File: src/rtl/pipelined_cla_addsub.sv
// ---------------------------------------------------------------------------------------------
// pipelined_cla_addsub
//
// Pipelined signed add/subtract unit. The operands are split into GROUP-bit slices, and each
// pipeline stage resolves one slice with a GROUP-bit carry-lookahead adder. The slice carry,
// the partial sum and the operand bits still to be added travel down the pipe together.
// Valid/ready handshakes are used on both sides; a full pipe with out_ready high accepts and
// emits on the same edge, so throughput is one result per cycle.
//
// Latency is NSTG = WIDTH/GROUP clock edges from the accept edge to out_valid: the accept edge
// loads stage 0, and the last stage's registers are the output registers.
//
// Optional feature (compile-time macro ADDSUB_SAT_EN):
//   defined   - on signed overflow the result clamps to the largest/smallest signed value and
//               sat is set; zero/neg follow the clamped value, ovf/cout follow the raw result.
//   undefined - no clamp logic, the result wraps mod 2^WIDTH and sat is tied 0.
//
// Parameters:
//   WIDTH  operand/result width; must be a multiple of GROUP and >= GROUP
//   GROUP  bits per CLA slice (= bits resolved per stage)
//
// Ports:
//   clk        clock, rising edge
//   rst_n      asynchronous active-low reset
//   in_valid   operand bundle valid
//   in_ready   unit can accept this cycle (combinational from out_ready)
//   a, b       two's complement operands
//   cin        carry-in (add) / borrow-in (sub)
//   op_sub     0: a + b + cin, 1: a - b - cin
//   out_valid  result bundle valid
//   out_ready  downstream accepts the result
//   sum        result
//   cout       raw carry out of the MSB slice (sub: 1 = no borrow)
//   ovf        signed overflow of the unsaturated result
//   zero       sum == 0
//   neg        sum[WIDTH-1]
//   sat        saturation applied
// ---------------------------------------------------------------------------------------------

module pipelined_cla_addsub #(
    parameter int unsigned WIDTH = 16,
    parameter int unsigned GROUP = 4
) (
    input  logic             clk,
    input  logic             rst_n,
    input  logic             in_valid,
    output logic             in_ready,
    input  logic [WIDTH-1:0] a,
    input  logic [WIDTH-1:0] b,
    input  logic             cin,
    input  logic             op_sub,
    output logic             out_valid,
    input  logic             out_ready,
    output logic [WIDTH-1:0] sum,
    output logic             cout,
    output logic             ovf,
    output logic             zero,
    output logic             neg,
    output logic             sat
);

    localparam int NSTG = int'(WIDTH / GROUP);

    // GROUP-bit carry-lookahead slice. Every internal carry is formed directly from the
    // generate/propagate terms and the slice carry-in, with no ripple between bit positions.
    // Returns {carry_out, sum_bits}.
    function automatic logic [GROUP:0] cla_slice(input logic [GROUP-1:0] x,
                                                 input logic [GROUP-1:0] y,
                                                 input logic             c_in);
        logic [GROUP-1:0] gen;
        logic [GROUP-1:0] prop;
        logic [GROUP:0]   carry;
        logic             term;
        logic             prod;
        gen      = x & y;
        prop     = x ^ y;
        carry    = '0;
        carry[0] = c_in;
        for (int i = 0; i < int'(GROUP); i++) begin
            // carry[i+1] = g[i] | p[i]g[i-1] | ... | p[i]..p[0]c_in
            term = gen[i];
            prod = prop[i];
            for (int j = i - 1; j >= 0; j--) begin
                term = term | (prod & gen[j]);
                prod = prod & prop[j];
            end
            carry[i+1] = term | (prod & c_in);
        end
        return {carry[GROUP], prop ^ carry[GROUP-1:0]};
    endfunction

    // Pipeline registers, one entry per stage. The last entry of the data arrays only mirrors
    // what the output registers hold and is otherwise not consumed.
    logic [NSTG-1:0]  stg_valid;
    logic [WIDTH-1:0] stg_a    [NSTG];
    logic [WIDTH-1:0] stg_b    [NSTG];   // already conditioned operand B'
    logic [WIDTH-1:0] stg_sum  [NSTG];   // slices 0..k resolved
    logic             stg_carry[NSTG];

    // Values presented to each stage's slice adder (from the inputs or the previous stage).
    logic [WIDTH-1:0] cur_a    [NSTG];
    logic [WIDTH-1:0] cur_b    [NSTG];
    logic [WIDTH-1:0] cur_sum  [NSTG];
    logic             cur_carry[NSTG];
    logic [NSTG-1:0]  up_valid;

    // Results of each stage's slice adder.
    logic [WIDTH-1:0] nxt_sum  [NSTG];
    logic             nxt_carry[NSTG];
    logic [GROUP:0]   slice_res;

    // Flow control.
    logic [NSTG-1:0]  adv;      // stage k would hand its contents on this edge
    logic [NSTG-1:0]  load_en;  // stage k can take new contents this edge

    // Final-stage result and flags.
    logic [WIDTH-1:0] raw_sum;
    logic [WIDTH-1:0] res_sum;
    logic             raw_ovf;
    logic             res_sat;
    logic             a_msb;
    logic             b_msb;

    // -----------------------------------------------------------------------------------------
    // Operand conditioning and stage input selection
    // -----------------------------------------------------------------------------------------
    always_comb begin
        // Subtraction is A + ~B + (1 ^ cin): the borrow-in cancels the +1 of the negation.
        cur_a[0]     = a;
        cur_b[0]     = op_sub ? ~b : b;
        cur_sum[0]   = '0;
        cur_carry[0] = op_sub ^ cin;
        up_valid[0]  = in_valid;
        for (int k = 1; k < NSTG; k++) begin
            cur_a[k]     = stg_a[k-1];
            cur_b[k]     = stg_b[k-1];
            cur_sum[k]   = stg_sum[k-1];
            cur_carry[k] = stg_carry[k-1];
            up_valid[k]  = stg_valid[k-1];
        end
    end

    // -----------------------------------------------------------------------------------------
    // Per-stage slice adders: stage k resolves bits [k*GROUP +: GROUP]
    // -----------------------------------------------------------------------------------------
    always_comb begin
        slice_res = '0;
        for (int k = 0; k < NSTG; k++) begin
            slice_res    = cla_slice(cur_a[k][k*GROUP +: GROUP],
                                     cur_b[k][k*GROUP +: GROUP],
                                     cur_carry[k]);
            nxt_sum[k]   = cur_sum[k];
            nxt_sum[k][k*GROUP +: GROUP] = slice_res[GROUP-1:0];
            nxt_carry[k] = slice_res[GROUP];
        end
    end

    // -----------------------------------------------------------------------------------------
    // Flow control: a stage advances iff its successor is empty or itself advancing; the last
    // stage advances on out_ready. This gives a combinational out_ready -> in_ready path so a
    // full pipe never inserts a bubble.
    // -----------------------------------------------------------------------------------------
    always_comb begin
        adv           = '0;
        adv[NSTG-1]   = out_ready;
        for (int k = NSTG - 2; k >= 0; k--) begin
            adv[k] = !stg_valid[k+1] || adv[k+1];
        end
        load_en  = ~stg_valid | adv;
        in_ready = load_en[0];
    end

    // -----------------------------------------------------------------------------------------
    // Pipeline registers
    // -----------------------------------------------------------------------------------------
    always_ff @(posedge clk or negedge rst_n) begin
        if (!rst_n) begin
            stg_valid <= '0;
            for (int k = 0; k < NSTG; k++) begin
                stg_a[k]     <= '0;
                stg_b[k]     <= '0;
                stg_sum[k]   <= '0;
                stg_carry[k] <= 1'b0;
            end
        end else begin
            for (int k = 0; k < NSTG; k++) begin
                if (load_en[k]) begin
                    stg_valid[k] <= up_valid[k];
                    // Data only moves with a valid token; bubbles leave old contents in place.
                    if (up_valid[k]) begin
                        stg_a[k]     <= cur_a[k];
                        stg_b[k]     <= cur_b[k];
                        stg_sum[k]   <= nxt_sum[k];
                        stg_carry[k] <= nxt_carry[k];
                    end
                end
            end
        end
    end

    // -----------------------------------------------------------------------------------------
    // Final stage: flags from the full result, optional clamp
    // -----------------------------------------------------------------------------------------
    always_comb begin
        raw_sum = nxt_sum[NSTG-1];
        a_msb   = cur_a[NSTG-1][WIDTH-1];
        b_msb   = cur_b[NSTG-1][WIDTH-1];
        // Operands of equal sign producing a result of the other sign.
        raw_ovf = (a_msb == b_msb) && (raw_sum[WIDTH-1] != a_msb);
`ifdef ADDSUB_SAT_EN
        // Overflow direction follows the sign of A (both operands share it).
        if (raw_ovf) begin
            res_sum = a_msb ? {1'b1, {(WIDTH-1){1'b0}}} : {1'b0, {(WIDTH-1){1'b1}}};
            res_sat = 1'b1;
        end else begin
            res_sum = raw_sum;
            res_sat = 1'b0;
        end
`else
        res_sum = raw_sum;
        res_sat = 1'b0;
`endif
    end

    // Output registers hold the last result until a new one is loaded.
    always_ff @(posedge clk or negedge rst_n) begin
        if (!rst_n) begin
            sum  <= '0;
            cout <= 1'b0;
            ovf  <= 1'b0;
            zero <= 1'b0;
            neg  <= 1'b0;
            sat  <= 1'b0;
        end else if (load_en[NSTG-1] && up_valid[NSTG-1]) begin
            sum  <= res_sum;
            cout <= nxt_carry[NSTG-1];
            ovf  <= raw_ovf;
            zero <= (res_sum == '0);
            neg  <= res_sum[WIDTH-1];
            sat  <= res_sat;
        end
    end

    assign out_valid = stg_valid[NSTG-1];

endmodule

File: config.mk
export PLATFORM = sky130hd
export DESIGN_NAME = pipelined_cla_addsub
export DESIGN_NICKNAME = d
export VERILOG_FILES = /design/src/rtl/pipelined_cla_addsub.sv
export SDC_FILE = /design/constraint.sdc
export NUM_CORES = 1
export LEC_CHECK = 0
export ABC_AREA = 1
export CORE_UTILIZATION = 55
export DETAILED_ROUTE_END_ITERATION = 12
export PLACE_DENSITY_LB_ADDON = 0.3
export SYNTH_ARGS = -nofsm -noshare
export SYNTH_HDL_FRONTEND = slang
export SYNTH_SLANG_ARGS = --single-unit
File: constraint.sdc
create_clock -name clk -period 2.75 [get_ports clk]
set_input_delay 0.55 -clock clk [delete_from_list [all_inputs] [get_ports clk]]
set_output_delay 0.55 -clock clk [all_outputs]
set_load 0.005 [all_outputs]
After elaboration in Yosys (flattened, before gate mapping)
Cells that the tools add are included.

Bits in registers: 147. Bits in latches: 0. Bits in writable memories: 0. ROM bits: 0. Input bits: 38. Output and inout port bits: 23. Logic and storage cells: 156. Memories kept: 0.

Add/sub/neg operators: 0. Multipliers: 0. Divide/modulo/power cells: 0. Order comparisons: 0. Equality and inequality tests: 2. Shift-type cells: 0. Multiplexer cells: 1. Bitwise operators: 120. Reduce and logical (&&, ||, !) cells: 12.

Operators with widths (count): AND 1 bit (64); bitwise OR 1 bit (40); XOR 4 bit (8); AND 4 bit (4); zero test 16 bit (1); 2-to-1 mux 16 bit (1); NOT 16 bit (1); AND reduction 2 bit (3); NOT 4 bit (1); bitwise OR 4 bit (1); zero test 1 bit (3); logical OR 1 bit (3); logical AND 1 bit (2); == test 1 bit (1); inequality test 1 bit (1); XOR 1 bit (1).

Logic depth before layout (Yosys ltp)
Word-level depth: 8. Depth in mapped cells: 12. Depth with buffers taken out: 10.

Worst setup path after synthesis
OpenSTA, ideal clock, no wires.

Path kind: input-to-reg. From: input op_sub. To: register stg_sum, in the netlist cur_sum[35]. Library setup time: 0.117 ns. Arrival: 1.843 ns. Data required time: 2.633 ns. Setup slack: 0.790 ns. Stages on the path: 12. Buffers on the path: 2. Path through: buf_4 -> buf_4 -> xnor2_1 -> inv_1 -> ha_1 -> inv_1 -> nor2_1 -> nand2_1 -> nand2_1 -> nand2_1 -> nand3_1 -> nand2_1.

Cells in the longest elaborated chain, start to end: 7. Elaborated cells on any way between the ends: 13. Classes of those cells: mux: 1; bitwise: 12.

RTL lines: from (decl) (RTL line 51) `input logic op_sub,`; 2-to-1 mux 16 bit (RTL line 130) `cur_b[0] = op_sub ? ~b : b;`; XOR 4 bit / AND 4 bit (equally long branches) (RTL line 76, 75); AND 1 bit (on tied branches) (RTL line 84, 85); bitwise OR 1 bit, or another cell as far along (RTL line 84) `term = term | (prod & gen[j]);`; bitwise OR 1 bit / AND 1 bit (equally long branches) (RTL line 84, 87); bitwise OR 1 bit (RTL line 87) `carry[i+1] = term | (prod & c_in);`; XOR 4 bit (*) (RTL line 89) `return {carry[GROUP], prop ^ carry[GROUP-1:0]};`; to (signal, indexed assignment) (RTL line 193) `stg_sum[k] <= nxt_sum[k];`; to (decl) (RTL line 97) `logic [WIDTH-1:0] stg_sum [NSTG];`.

Every way passes the cells marked *; elsewhere a longest branch is shown, timed or not. A chain may end at the register's enable or synchronous reset.

Worst setup path in the final report
From: input out_ready. To: output in_ready.

Cells in the longest elaborated chain, start to end: 4.

RTL lines: from (decl) (RTL line 53) `input logic out_ready,`; logical OR 1 bit (3 in series) (RTL line 167) `adv[k] = !stg_valid[k+1] || adv[k+1];`; bitwise OR 4 bit (RTL line 169) `load_en = ~stg_valid | adv;`; to (decl) (RTL line 47) `output logic in_ready,`.

Every way passes these cells.

==> impl_metrics.toml <==
[run_status]
status = "completed"

[global_routing]
grt_pass1_wl_um = 14800
grt_max_degree = 40
grt_remaining_overflow = 0
grt_pass1_vias = 3346
grt_usage_pct = 20.9
grt_antenna_before_repair = 0

[place]
port_buffers = 59
place_inst = 687
gp_congestion = 0.861
dpl_worst_slack_ps = 290
dpl-instance-area_um2 = 5410
dpl.hpwl_um = 6370

[clocking]
post_cts_resized = 0
clkLatencyLatePin_ps = 350
clock-root-buffer = "clkbuf_8"
cts_buffers = 9
cts_hold_buf = 0
clkSlewWorstSetupHoldPaths_ps = 90
postCtsSetupBuffers = 0
cts.sinks = 98
h-tree-depth = 3
cts_tree = "yes"
clockBufferDepth = 2

[synthesis]
yosysWarnings = 0
synthArstFlopShare_pct = 100
ys.flop_type = "dfrtp_1"
netlist_area_um2 = 4830
synthTopCellsByCount = "nand2_1 (194), dfrtp_1 (98), inv_1 (42)"
yosysTopAreaCell = "dfrtp_1"
seq_area_frac_synth_pct = 50.7
synthCells = 538
yosys-top-cells-area = "dfrtp_1 (51%), nand2_1 (15%), ha_1 (4.1%), o21ai_0 (3.3%), inv_1 (3.3%)"
ys_seq_elements = 98
synth_most_common_cell = "nand2_1"
synth_cell_type_count = 32
synth_nets = 596
synth_edf_count = 0
netlist.area_leader.share_pct = 50.7
avgSynthCellArea_um2 = 8.99

[sta]
period_minus_slack_ps = 2370
slew_violations = 0
fmax_mhz = 421
tns_ps = 0
rsz0062_at_grt = "false"
finClkSkew_ps = 6.13
hold_viol_final = 0
setup_slack_ps = 377
whs_ps = 143
post-route-period-util_pct = 86.3
finalSetupViolCount = 0

[worst_setup_path]
worst_path_max_delay_cell = "clkdlybuf4s50_1"
critPathRequiredTime_ps = 2200
cpPeakStageDelay_ps = 480
crit_top_cell = "clkdlybuf4s50_1"
r2r_cells = 8
path_cells = "clkdlybuf4s50_1, nor2_4, nand4_4, clkdlybuf4s50_1"
cp-end-kind = "primary output"
crit_path_max_fanout = 3
crit_type = "primary input to primary output"
cp.arrival_ps = 1820
start_kind = "primary input"

[die]
initial_core_util_pct = 58.0
rows = 33
dieWidth_um = 95.8
io_pins = 61
core_um2 = 8340
die_h_um = 95.8
die-area_um2 = 9170

[power_and_ir_drop]
powerDensity_nw_per_um2 = 925
p_leak_nw = 2.78
ir_worst_vdd_mv = 0.347
p_total_mw = 5.19

[routing]
vias_per_cell = 5.11
wl_per_cell_um = 12.2
drt_first_pass_iters = 5
drt_iter0_drc = 149
vias = 3591
wl_um = 8560
drtAntennaViolNets = 0
drc_errors = 0

[hold_path]
hp-class = "primary input to async pin"

[layout]
final_core_util_pct = 67.3
nFillCells = 669
syn2layout_area_growth_pct = 16.1
layout.nets = 651
layout.cells.non_filler = 703
diodes = 0
postLayoutCellArea_um2 = 5610
drive_above_1_share_pct = 9.87

[flow_run]
maxCapViolCount = 0
==> where the power goes <==
group	internal, mW	switching (mW)
combinational	0.872	1.11
sequential	1.94	0.329
clock	0.469	0.476
total	3.28	1.91
==> worst paths after layout <==
kind	from	end	slack (ps)
max	out_ready	in_ready	380
min	rst_n	a_msb	140
max reg2reg	cur_a[12]	zero	1180
min reg2reg	cur_b[30]	cur_b[14]	480
max in group asynchronous	rst_n	sum[8]	1950
min in group clk	cur_b[30]	cur_b[14]	480
==> cell type report <==
class                      count  area (um2)  share of cell area, %
clock buffer                  12         155                   2.76
tap                          105         131                   2.34
sequential                    98        2450                   43.7
inverter                      46         178                   3.16
timing repair buffer          64         638                   11.4
clock inverter                 4        50.0                  0.891
multi-input combinational    374        2010                   35.8
==> metal layers <==
layer,up-vias,part of all wire (%),GRT usage (%)
li1,1805,-,-
met1,1669,47,28.2
met2,102,47,33.9
met3,15,5.1,4.74
met4,0,1.7,6.72
met5,-,0,0
==> critical path: cells and delay by family <==
| family | cells | cell delay (ps) |
|---|---|---|
| buf+inv | 2 | 940 |
| simple gates | 2 | 340 |
==> registers in the layout, indices dropped and copies added, names as in the netlist, 3 cells and up <==
name and flops:
cur_a 23, cur_carry 3, stg_valid 4, sum 16, cur_b 23, cur_sum 24
==> kinds of logic after synthesis <==
family,share of synthesized area (%)
adders and majority gates,5.80
and+or+nand+nor,23.8
buffers and inverters,7.71
other,0.0776
xor gates and xnor gates,3.62
AOI/OAI and AO/OA,8.26
DFF,50.7
==> placed cells by master, fill, tap and decap left out, drive strengths merged <==
cell type,Yosys,routed
nand4,9,9
a31oi,1,1
nand2,208,208
o22ai,1,1
clkinvlp,0,2
nand3,24,24
dfrtp,98,98
clkbuf,2,12
nor2,21,21
ha,16,16
a21oi,10,10
clkinv,0,1
bufinv,0,1
conb,1,1
o21ai,54,54
fa,4,4
clkdlybuf4s50,0,58
buf,18,6
inv,46,46
nand3b,5,5
xor2,5,5
xnor2,15,15
Note: power is estimated with default switching activity, not from simulation.
